**src/rtl/multi_alarm_core.sv**
```systemverilog
// multi_alarm_core: BCD 24-hour timekeeper with NUM_ALARMS programmable alarms
// and a ring / snooze / timeout state machine driving the audio enable.
// Optional feature macro: ALARM_SNOOZE_EN (adds the SNOOZE state and snooze input).
module multi_alarm_core #(
    parameter int unsigned     NUM_ALARMS     = 4,
    parameter longint unsigned TICK_DIV       = 64'd6000000000,
    parameter int unsigned     RING_MINUTES   = 5,
    parameter int unsigned     SNOOZE_MINUTES = 9,
    parameter int unsigned     SELW           = $clog2(NUM_ALARMS)
) (
    input  logic                  clk,
    input  logic                  rstn,
    input  logic                  time_load,
    input  logic [15:0]           time_init,
    input  logic                  alarm_wr,
    input  logic [SELW-1:0]       alarm_sel,
    input  logic [15:0]           alarm_time,
    input  logic                  alarm_on,
    input  logic                  dismiss,
    input  logic                  snooze,
    output logic [15:0]           time_now,
    output logic [NUM_ALARMS-1:0] alarm_en_mask,
    output logic                  ring,
    output logic [SELW-1:0]       ring_id,
    output logic                  min_tick
);

    localparam int unsigned     PW        = (TICK_DIV > 64'd1) ? $clog2(TICK_DIV) : 1;
    localparam logic [PW-1:0]   PRE_LAST  = PW'(TICK_DIV - 64'd1);
    localparam int unsigned     CW        = 4;
    localparam logic [CW-1:0]   RING_LAST = CW'(RING_MINUTES - 1);
`ifdef ALARM_SNOOZE_EN
    localparam logic [CW-1:0]   SNZ_LAST  = CW'(SNOOZE_MINUTES - 1);
`endif

`ifdef ALARM_SNOOZE_EN
    typedef enum logic [1:0] {IDLE = 2'd0, RING = 2'd1, SNOOZE = 2'd2} state_t;
`else
    typedef enum logic [1:0] {IDLE = 2'd0, RING = 2'd1} state_t;
`endif

    // A time word is legal when every digit is in range and the hour is 00..23.
    function automatic logic time_valid(input logic [15:0] t);
        logic [3:0] hd, ho, md, mo;
        {hd, ho, md, mo} = t;
        return (mo <= 4'd9) && (md <= 4'd5) && (ho <= 4'd9) && (hd <= 4'd2)
               && !((hd == 4'd2) && (ho > 4'd3));
    endfunction

    // One-minute BCD increment with 23:59 -> 00:00 wrap.
    function automatic logic [15:0] time_inc(input logic [15:0] t);
        logic [3:0] hd, ho, md, mo;
        {hd, ho, md, mo} = t;
        if (mo != 4'd9) begin
            mo = mo + 4'd1;
        end else begin
            mo = 4'd0;
            if (md != 4'd5) begin
                md = md + 4'd1;
            end else begin
                md = 4'd0;
                if ((hd == 4'd2) && (ho == 4'd3)) begin
                    hd = 4'd0;
                    ho = 4'd0;
                end else if (ho == 4'd9) begin
                    ho = 4'd0;
                    hd = hd + 4'd1;
                end else begin
                    ho = ho + 4'd1;
                end
            end
        end
        return {hd, ho, md, mo};
    endfunction

    logic [PW-1:0]   pre_cnt;
    logic [PW-1:0]   pre_next;
    logic            match_pend;
    logic [15:0]     alarm_tm [NUM_ALARMS];
    logic            load_ok;
    logic            wr_ok;
    logic            hit;
    logic [SELW-1:0] hit_id;
    logic            kill;
    state_t          state;
    logic [CW-1:0]   min_cnt;

`ifndef ALARM_SNOOZE_EN
    logic unused_snooze;
    assign unused_snooze = ^{snooze, 4'(SNOOZE_MINUTES)};
`endif

    // Prescaler next value; a time_load restarts the minute.
    always_comb begin
        pre_next = pre_cnt + PW'(1);
        if (time_load || (pre_cnt == PRE_LAST)) begin
            pre_next = '0;
        end
    end

    // Prescaler and registered minute strobe (high while the count is at its last value).
    always_ff @(posedge clk or negedge rstn) begin
        if (!rstn) begin
            pre_cnt  <= '0;
            min_tick <= 1'b0;
        end else begin
            pre_cnt  <= pre_next;
            min_tick <= (pre_next == PRE_LAST);
        end
    end

    assign load_ok = time_load && time_valid(time_init);

    // Timekeeper: load has priority over the tick; tick-driven updates arm the match check.
    always_ff @(posedge clk or negedge rstn) begin
        if (!rstn) begin
            time_now   <= 16'h0000;
            match_pend <= 1'b0;
        end else begin
            if (load_ok) begin
                time_now <= time_init;
            end else if (!time_load && min_tick) begin
                time_now <= time_inc(time_now);
            end
            match_pend <= min_tick && !time_load;
        end
    end

    assign wr_ok = alarm_wr && time_valid(alarm_time)
                   && ({1'b0, alarm_sel} < (SELW + 1)'(NUM_ALARMS));

    // Alarm channel registers.
    always_ff @(posedge clk or negedge rstn) begin
        if (!rstn) begin
            for (int i = 0; i < int'(NUM_ALARMS); i++) begin
                alarm_tm[i]      <= 16'h0000;
                alarm_en_mask[i] <= 1'b0;
            end
        end else begin
            for (int i = 0; i < int'(NUM_ALARMS); i++) begin
                if (wr_ok && (alarm_sel == SELW'(i))) begin
                    alarm_tm[i]      <= alarm_time;
                    alarm_en_mask[i] <= alarm_on;
                end
            end
        end
    end

    // Match arbitration: lowest enabled matching channel wins.
    always_comb begin
        hit    = 1'b0;
        hit_id = '0;
        for (int i = int'(NUM_ALARMS) - 1; i >= 0; i--) begin
            if (match_pend && alarm_en_mask[i] && (alarm_tm[i] == time_now)) begin
                hit    = 1'b1;
                hit_id = SELW'(i);
            end
        end
    end

    // Disabling the channel that is ringing or snoozing cancels it.
    assign kill = wr_ok && !alarm_on && (alarm_sel == ring_id) && (state != IDLE);

    // Ring / snooze / timeout state machine with registered outputs.
    always_ff @(posedge clk or negedge rstn) begin
        if (!rstn) begin
            state   <= IDLE;
            ring    <= 1'b0;
            ring_id <= '0;
            min_cnt <= '0;
        end else if (time_load || kill) begin
            state <= IDLE;
            ring  <= 1'b0;
        end else begin
            case (state)
                IDLE: begin
                    if (hit) begin
                        state   <= RING;
                        ring    <= 1'b1;
                        ring_id <= hit_id;
                        min_cnt <= '0;
                    end
                end
                RING: begin
                    if (dismiss) begin
                        state <= IDLE;
                        ring  <= 1'b0;
`ifdef ALARM_SNOOZE_EN
                    end else if (snooze) begin
                        state   <= SNOOZE;
                        ring    <= 1'b0;
                        min_cnt <= '0;
`endif
                    end else if (min_tick) begin
                        if (min_cnt == RING_LAST) begin
                            state <= IDLE;
                            ring  <= 1'b0;
                        end else begin
                            min_cnt <= min_cnt + CW'(1);
                        end
                    end
                end
`ifdef ALARM_SNOOZE_EN
                SNOOZE: begin
                    if (dismiss) begin
                        state <= IDLE;
                        ring  <= 1'b0;
                    end else if (min_tick) begin
                        if (min_cnt == SNZ_LAST) begin
                            state   <= RING;
                            ring    <= 1'b1;
                            min_cnt <= '0;
                        end else begin
                            min_cnt <= min_cnt + CW'(1);
                        end
                    end
                end
`endif
                default: begin
                    state <= IDLE;
                    ring  <= 1'b0;
                end
            endcase
        end
    end

endmodule
```
**config.mk**
```make
export PLATFORM = sky130hd
export DESIGN_NAME = multi_alarm_core
export DESIGN_NICKNAME = d
export VERILOG_FILES = /design/src/rtl/multi_alarm_core.sv
export SDC_FILE = /design/constraint.sdc
export NUM_CORES = 1
export LEC_CHECK = 0
export ABC_CLOCK_PERIOD_IN_PS = 4400
export CAP_MARGIN = 20
export CORE_MARGIN = 2
export CORE_UTILIZATION = 40
export DETAILED_ROUTE_END_ITERATION = 10
export PLACE_DENSITY_LB_ADDON = 0.12
export SLEW_MARGIN = 20
export SYNTH_ARGS = -nofsm -noshare
export SYNTH_HDL_FRONTEND = slang
export SYNTH_SLANG_ARGS = --single-unit
```
**constraint.sdc**
```tcl
create_clock -name clk -period 4.4 [get_ports clk]
set_clock_uncertainty 0.05 [all_clocks]
set_input_delay 0.88 -clock clk [delete_from_list [all_inputs] [get_ports clk]]
set_output_delay 0.88 -clock clk [all_outputs]
set_load 0.005 [all_outputs]
```
=== After elaboration in Yosys (flattened, before gate mapping) ===
Cells that the tools add are included.
Widths: inputs -> output; s select.

* Register bits after elaboration: 128
* Input bits: 41
* Output and inout bits: 24

* Add/subtract/negate cells: 6
* $lt $le $gt $ge: 10
* Eq/ne operators: 28
* Mux-type cells: 39
* Bitwise logic cells: 1
* Reductions and logical operators: 47

{| class="wikitable"
|+ Operators by type and width
! cell !! count
|-
| $eq 33x33->1 const B || 2
|-
| $eq 16x16->1 || 4
|-
| $mux 4 || 15
|-
| $add 33x1->33 const B || 1
|-
| $mux 33 || 1
|-
| $mux 16 || 2
|-
| $logic_and 1x1->1 || 29
|-
| $add 4x1->4 const B || 5
|-
| $mux 2 || 9
|-
| $eq 4x2->1 const B || 4
|-
| $le 4x4->1 const B || 4
|-
| $ne 2x2->1 const B || 6
|-
| $ne 4x4->1 const B || 3
|-
| $mux 1 || 9
|-
| $reduce_and 3->1 || 3
|-
| $gt 4x2->1 const B || 2
|-
| $le 4x2->1 const B || 2
|-
| $le 4x3->1 const B || 2
|-
| $pmux 4 s2 || 1
|-
| $reduce_and 6->1 || 1
|-
| $reduce_bool 2->1 || 3
|-
| $eq 2x1->1 const B || 2
|-
| $eq 2x2->1 const B || 2
|-
| $eq 4x3->1 const B || 1
|-
| other kinds (13) || 18
|}

=== Longest topological paths before layout ===
Gate-level depths: netlist (run 1).

* Depth in word-level cells: 12
* Mapped depth: 9
* Depth with buffers taken out: 8

=== Worst setup path before layout (run 1) ===
No wires, ideal clock.

* Path type: input to register
* Start: in alarm_time[7]
* End: reg alarm_tm[22] in the netlist's numbering
* Library setup time: 0.128 ns
* Data arrival time: 2.764 ns
* Data required time: 4.222 ns
* Path slack: 1.458 ns
* Cell stages on the path: 8
* Path buffers: 2
* Cells stage by stage: or4b_1 > a221oi_1 > and3_1 > buf_2 > nand2_1 > nor2_2 > buf_2 > mux2_1

* Cells in the longest elaborated chain, start to end: 7

{| class="wikitable"
|+ RTL lines
! item !! RTL line !! source
|-
| start: declaration || 17 || <nowiki>input logic [15:0] alarm_time,</nowiki>
|-
| $le 4x3->1 || 46 || <nowiki>return (mo <= 4'd9) && (md <= 4'd5) && (ho <= 4'd9) && (hd <= 4'd2)</nowiki>
|-
| $logic_and 1x1->1 (3 in series) || 46 ||
|-
| $logic_and 1x1->1 || 47 || <nowiki>&& !((hd == 4'd2) && (ho > 4'd3));</nowiki>
|-
| $logic_and 1x1->1 || 129 || <nowiki>assign wr_ok = alarm_wr && time_valid(alarm_time)</nowiki>
|-
| $logic_and 1x1->1 || 141 || <nowiki>if (wr_ok && (alarm_sel == SELW'(i))) begin</nowiki>
|-
| end signal: indexed assignment || 142 || <nowiki>alarm_tm[i] <= alarm_time;</nowiki>
|-
| end: declaration || 79 || <nowiki>logic [15:0] alarm_tm [NUM_ALARMS];</nowiki>
|}

Every way passes these cells.
A chain may end at the register's enable or synchronous reset.

=== Worst setup path after layout (run 1) ===
* Start: in alarm_time[7]
* End: reg alarm_tm[50] in the netlist's numbering

The elaborated chain is that of the path after synthesis.

==> summary.md, run 1 <==
| Metric | Value |
|---|---|
| Outcome | finished, final reports clean |
| Via count | 5001 |
| Most common cell in the netlist | dfrtp_1 |
| Clock Tree Buf Depth | 2 |
| Reg2Reg Depth | 7 |
| Fin worst setup slack | 1230 ps |
| Setup repair bufs after CTS | 0 |
| Drt first pass iters | 4 |
| Initial DRC Count | 367 |
| Pre-CTS WS | 759 ps |
| Warnings from Yosys | 0 |
| CTS-repair resized insts | 0 |
| Yosys reg bits | 126 |
| Die Span X | 134 um |
| Vias per cell | 5.33 |
| Global-route wire length before repair | 27.3 mm |
| R2R setup slack | 1410 ps |
| Worst skew pair latency | 430 ps |
| Crit path DAT | 3420 ps |
| Worst R2R Start | pre_cnt[2] |
| Die ar. | 18000 um^2 |
| Root Buffer | clkbuf_16 |
| Fin area | 8180 um^2 |
| Post-synth ARST share | 1.00 |
| Sequential fraction of the synthesis area | 0.466 |
| Share of layout cells above drive strength 1 | 0.0836 |
| Initial Utilization | 0.409 |
| CTS Hold Bufs | 0 |
| CTS Buf Count | 17 |
| Lkg Pwr | 3.68 nW |
| Clock-pin slew on the worst setup and hold paths | 60 ps |
| Crit path required time | 4650 ps |
| Synthesized netlist cell count | 653 |
| CTS tree | built |
| Worst Hold Class | primary input to asynchronous set/reset pin |
| CTS H-tree depth | 4 |
| Power Density | 398 nW/um^2 |
| Post-Place Cell Area | 7570 um^2 |
| I/O Pins | 65 |
| Vias in the first global route | 4962 |
| Worst slew pin tran | 961 ps |
| Largest net degree at the start of global routing | 77 |
| Post-DR wirelength/cell | 17.9 um |
| Tot GR Track Use | 0.198 |
| Post-synth top area cell | dfrtp_1 |
| Final net count | 753 |
| CP Max Fanout | 17 |
| Setup crit end | alarm_tm[50] |
| Worst setup SP type | primary input |
| Top post-synthesis cells by count | dfrtp_1, nor2_1, xor2_1 |
| Final Max Slew Viols | 0 |
| Worst setup EP type | register |
| Final period utilization | 0.721 |
| Fin Setup TNS | 0 ps |
| Mean area per synthesized cell | 10.4 um^2 |
| Synth Flop Type | dfrtp_1 |
| Final Util | 0.495 |
| ANT nets after route | 0 |
| Synthesized Nets | 701 |
| Critical path type | primary input to register |
| Synth unique cells | 63 |
| Count of final setup violators | 0 |
| Mapped Area | 6760 um^2 |
| Final GP Congestion | 0.816 |
| Sink Count | 126 |
| Final Routed Wirelength | 16.8 mm |
| Residual DRC | 0 |
| Hpwl dp | 12.0 mm |
| Max-slew headroom | 0.359 |
| Congestion Overflow GR | 0 |
| Top-area cell type share of the netlist area | 0.466 |
| Post-synth EDFFs | 0 |
| Initial antenna violation count | 1 |
| Port Buffers | 63 |
| Antenna cell count | 0 |
| Row count | 47 |
| Worst reg2reg endpoint | min_tick |
| Fmax | 0.315 GHz |
| Final min period | 3170 ps |
| Final hold vios | 0 |
| RSZ-0062 raised after global routing | no |
| Core Footprint | 16500 um^2 |
| Die Ht | 134 um |
| Area delta synth->final | 21.0% |
| Largest cells by area after synthesis | dfrtp_1, mux2_1, xor2_1 |
| Max Cap Viol | 0 |
| Peak supply drop | 313 uV |
| CP Launch Point | alarm_time[7] |
-- sequential cells by signal, indices dropped and copies added (netlist names) --
signal / cells
pre_cnt: 33
time_now: 16
min_tick: 1
alarm_en_mask: 4
min_cnt: 4
ring: 1
alarm_tm: 64
match_pend: 1
ring_id: 2
-- logic make-up after synthesis --
group	after synthesis	share of synthesized area
fa+ha+maj	7	0.0130
compound gates	75	0.0711
mux	58	0.0964
simple gates	231	0.188
flops	126	0.466
buf+inv	54	0.0328
xor+xnor	102	0.132
-- report_power, final --
part / total, mW / internal [mW] / switching, mW
clock network: 1.45 / 0.907 / 0.541
logic: 0.442 / 0.240 / 0.202
registers: 1.37 / 1.23 / 0.143
-- worst max-delay path, cell delays in order --
cell	delay, ps
clkdlybuf4s50_1	390
or4b_1	520
a221oi_1	340
and3_1	390
nor3b_4	230
buf_4	310
mux2_1	350
-- layer usage --
layer,track usage,vias to the layer above,routed length [um]
met5,0,-,13
met4,0.0485,2,112
met3,0.0495,16,783
met2,0.290,110,7250
met1,0.293,2476,8600
li1,-,2397,-
-- layout make-up --
class / instances / area (um^2)
fill: 1480 / 8340
multi-input combinational: 473 / 3390
sequential: 126 / 3150
timing repair buffer: 71 / 701
clock buffer: 19 / 443
tap: 220 / 275
clock inverter: 13 / 164
inverter: 16 / 60.1
-- through the flow --
step | power, mW | std cells | hold slack (ps)
global route | 3.40 | 938 | 468
detailed placement | 1.84 | 906 | 440
floorplan | 1.61 | 653 | 395
CTS | 3.30 | 938 | 457
finish | 3.26 | 938 | 426
global placement | 1.83 | 906 | 427
-- worst min path at each step --
stage                 startpoint      endpoint  cells past startpoint
finish                      rstn  time_now[12]                      1
floorplan             pre_cnt[0]    pre_cnt[0]                      1
CTS                 alarm_tm[56]  alarm_tm[56]                      1
detailed placement    pre_cnt[0]    pre_cnt[0]                      1
global placement      pre_cnt[0]    pre_cnt[0]                      1
global route        alarm_tm[58]  alarm_tm[58]                      1
-- cells in the final DEF (no fill, tap or decap), types with 4 or more instances in the layout --
master             n
a21oi_1           18
a31oi_1            4
and2_1             5
and3_1             8
and4_1             6
buf_4              8
clkbuf_16         17
clkdlybuf4s50_1   62
clkinvlp_4         5
dfrtp_1          126
ha_1               7
inv_1             16
mux2_1            49
mux2_2             8
nand2_1           40
nand3_1           23
nand4_1           15
nor2_1            55
nor2b_1           13
nor3_1            18
nor3_2             4
nor3b_1            4
nor4_1            16
o21a_1             4
o21ai_0           21
xnor2_1           47
xor2_1            55
Note: power is estimated with default switching activity, not from simulation.
==> run 2, diff against run 1 <==
Settings changed: ABC_CLOCK_PERIOD_IN_PS 4400 to 2700.
Clock period 4.4 ns to 2.7 ns, I/O delays scaled along.
==> run 2 against run 1 <==
Via count grew 3.9%. Total power up 69%. Cell count is 4.1% higher. Flip-flop and latch count unchanged. Hold slack got worse by 380 ps. Critical endpoint unchanged.
==> summary.md, run 2 (synthesis results as in run 1) <==
| Metric | Value |
|---|---|
| Share of layout cells above drive strength 1 | 0.135 (+0.0514) |
| ANT nets after route | 0 (unchanged) |
| RSZ-0062 raised after global routing | no |
| Hpwl dp | 12.9 mm (+7.6%) |
| Antenna cell count | 0 (unchanged) |
| Initial Utilization | 0.409 (unchanged) |
| Die Ht | 134 um (unchanged) |
| Clock Tree Buf Depth | 2 (unchanged) |
| Largest registers | alarm_tm x64, pre_cnt x33, time_now x16 |
| Max Cap Viol | 0 (unchanged) |
| Vias per cell | 5.32 (-0.13%) |
| Count of final setup violators | 0 (unchanged) |
| Worst slew pin tran | 623 ps (-338 ps) |
| Core Footprint | 16500 um^2 (unchanged) |
| Cell Count, Final, Fillers Out | 976 (+4.1%) |
| Global-route wire length before repair | 28.7 mm (+5.1%) |
| Top reg by flops | alarm_tm |
| Via count | 5197 (+3.9%) |
| Worst-path cell chain | clkdlybuf4s50_1 -> or4b_1 -> a221oi_1 -> buf_4 -> and3_2 -> nor3b_4 -> buf_12 -> mux2_1 |
| Row count | 47 (unchanged) |
| Worst setup SP type | primary input |
| Initial DRC Count | 293 (-20%) |
| CP peak stage delay | 520 ps (about the same) |
| Drt first pass iters | 5 (+1) |
| Final net count | 791 (+5.0%) |
| Port Buffers | 63 (unchanged) |
| Worst setup EP type | register |
| Crit path required time | 2950 ps (-1700 ps) |
| CTS Buf Count | 17 (unchanged) |
| Sink Count | 126 (unchanged) |
| Initial antenna violation count | 1 (unchanged) |
| Lkg Pwr | 3.91 nW (+6.2%) |
| I/O Pins | 65 (unchanged) |
| Outcome | finished, final reports clean |
| Final min period | 2580 ps |
| Fmax | 0.387 GHz |
| Congestion Overflow GR | 0 (unchanged) |
| Critical path type | primary input to register |
| Placed insts | 944 (+4.2%) |
| Most common cell after layout, fill and taps aside | dfrtp_1 |
| Final Routed Wirelength | 17.5 mm (+4.4%) |
| Post-DR wirelength/cell | 17.9 um (+0.35%) |
| Crit path DAT | 2830 ps (-590 ps) |
| Root Buffer | clkbuf_16 |
| CTS H-tree depth | 4 (unchanged) |
| Tot GR Track Use | 0.208 (+0.0105) |
| Vias in the first global route | 5301 (+6.8%) |
| Final Max Slew Viols | 0 (unchanged) |
| Area delta synth->final | 26.6% |
| Slowest-stage cell, CP | or4b_1 |
| Residual DRC | 0 (unchanged) |
| Final GP Congestion | 0.800 (-2.0%) |
| Largest net degree at the start of global routing | 49 (-36%) |
| Most frequent cells in the layout | dfrtp_1, clkdlybuf4s50_1, nor2_1, xor2_1, mux2_1 |
| Max-slew headroom | 0.581 (+0.222) |
| CP Max Fanout | 17 (unchanged) |
| Worst skew pair latency | 420 ps (about the same) |
| CTS tree | built |
| Die Span X | 134 um (unchanged) |
| Final hold vios | 0 (unchanged) |
| Peak supply drop | 454 uV (+45%) |
| Final period utilization | 0.956 |
| Clock-pin slew on the worst setup and hold paths | 60 ps (about the same) |
| Power Density | 643 nW/um^2 (+61%) |
| Max FFs per register | 64 (unchanged) |
| Die ar. | 18000 um^2 (unchanged) |
| Worst Hold Class | primary input to asynchronous set/reset pin |
| Overall Power | 5.50 mW (+69%) |
-- run 2: path summary, 6_finish.rpt --
path	start	cells past startpoint	slack, ps	endpoint
max	alarm_time[7]	8	120	alarm_tm[50]
min	rstn	1	50	time_now[11]
max reg2reg	pre_cnt[3]	7	160	min_tick
min reg2reg	pre_cnt[0]	1	440	pre_cnt[0]
max in group asynchronous	rstn	2	1880	alarm_tm[16]
min in group clk	pre_cnt[0]	1	440	pre_cnt[0]
-- run 2: power breakdown --
part | switching, mW | total [mW] | internal (mW)
registers | 0.212 | 2.21 | 2.00
logic | 0.371 | 0.800 | 0.429
clock network | 0.904 | 2.49 | 1.59
total | 1.49 | 5.50 | 4.02
-- run 2: area by class of cell --
class                   count  area [um^2]
clock buffers              18          439
clock inverters            14          205
fillers                  1472         7970
inverters                  16         60.1
multi-input cells         473         3400
flip-flops and latches    126         3150
well taps                 220          275
repair buffers            109         1020
-- run 2: worst max-delay path: cells and delay by family --
kind            cells  cell delay [ps]
mux                 1              340
compound gates      1              220
buf+inv             3              740
simple gates        3              980
-- run 2: timing repair --
item / 4_1_cts / 5_1_grt
setup endpoints to repair: 3 / 8
resized for setup: 1 / 2
hold endpoints to repair: 0 / 0
setup buffers: 0 / 0
pin swaps: 0 / 1
hold buffers: 0 / 0
-- run 2: through the flow --
step / instance area, um^2 / util / setup slack (ps) / setup TNS [ps] / hold WS (ps)
3_3_place_gp: 7900 / 0.478 / -419 / -19080 / 427
4_1_cts: 8550 / 0.517 / 72.8 / 0 / 56.0
3_5_place_dp: 7900 / 0.478 / -497 / -19880 / 434
5_1_grt: 8560 / 0.518 / 39.7 / 0 / 74.4
6_report: 8560 / 0.518 / 119 / 0 / 45.7
2_1_floorplan: 6760 / - / 98.0 / 0 / 194
-- run 2: per-layer routing --
metal	track usage	wire length, um	vias to the layer above
li1	-	-	2475
met1	0.314	9020	2584
met2	0.303	7600	124
met3	0.0370	692	14
met4	0.0668	193	0
met5	0	0	-
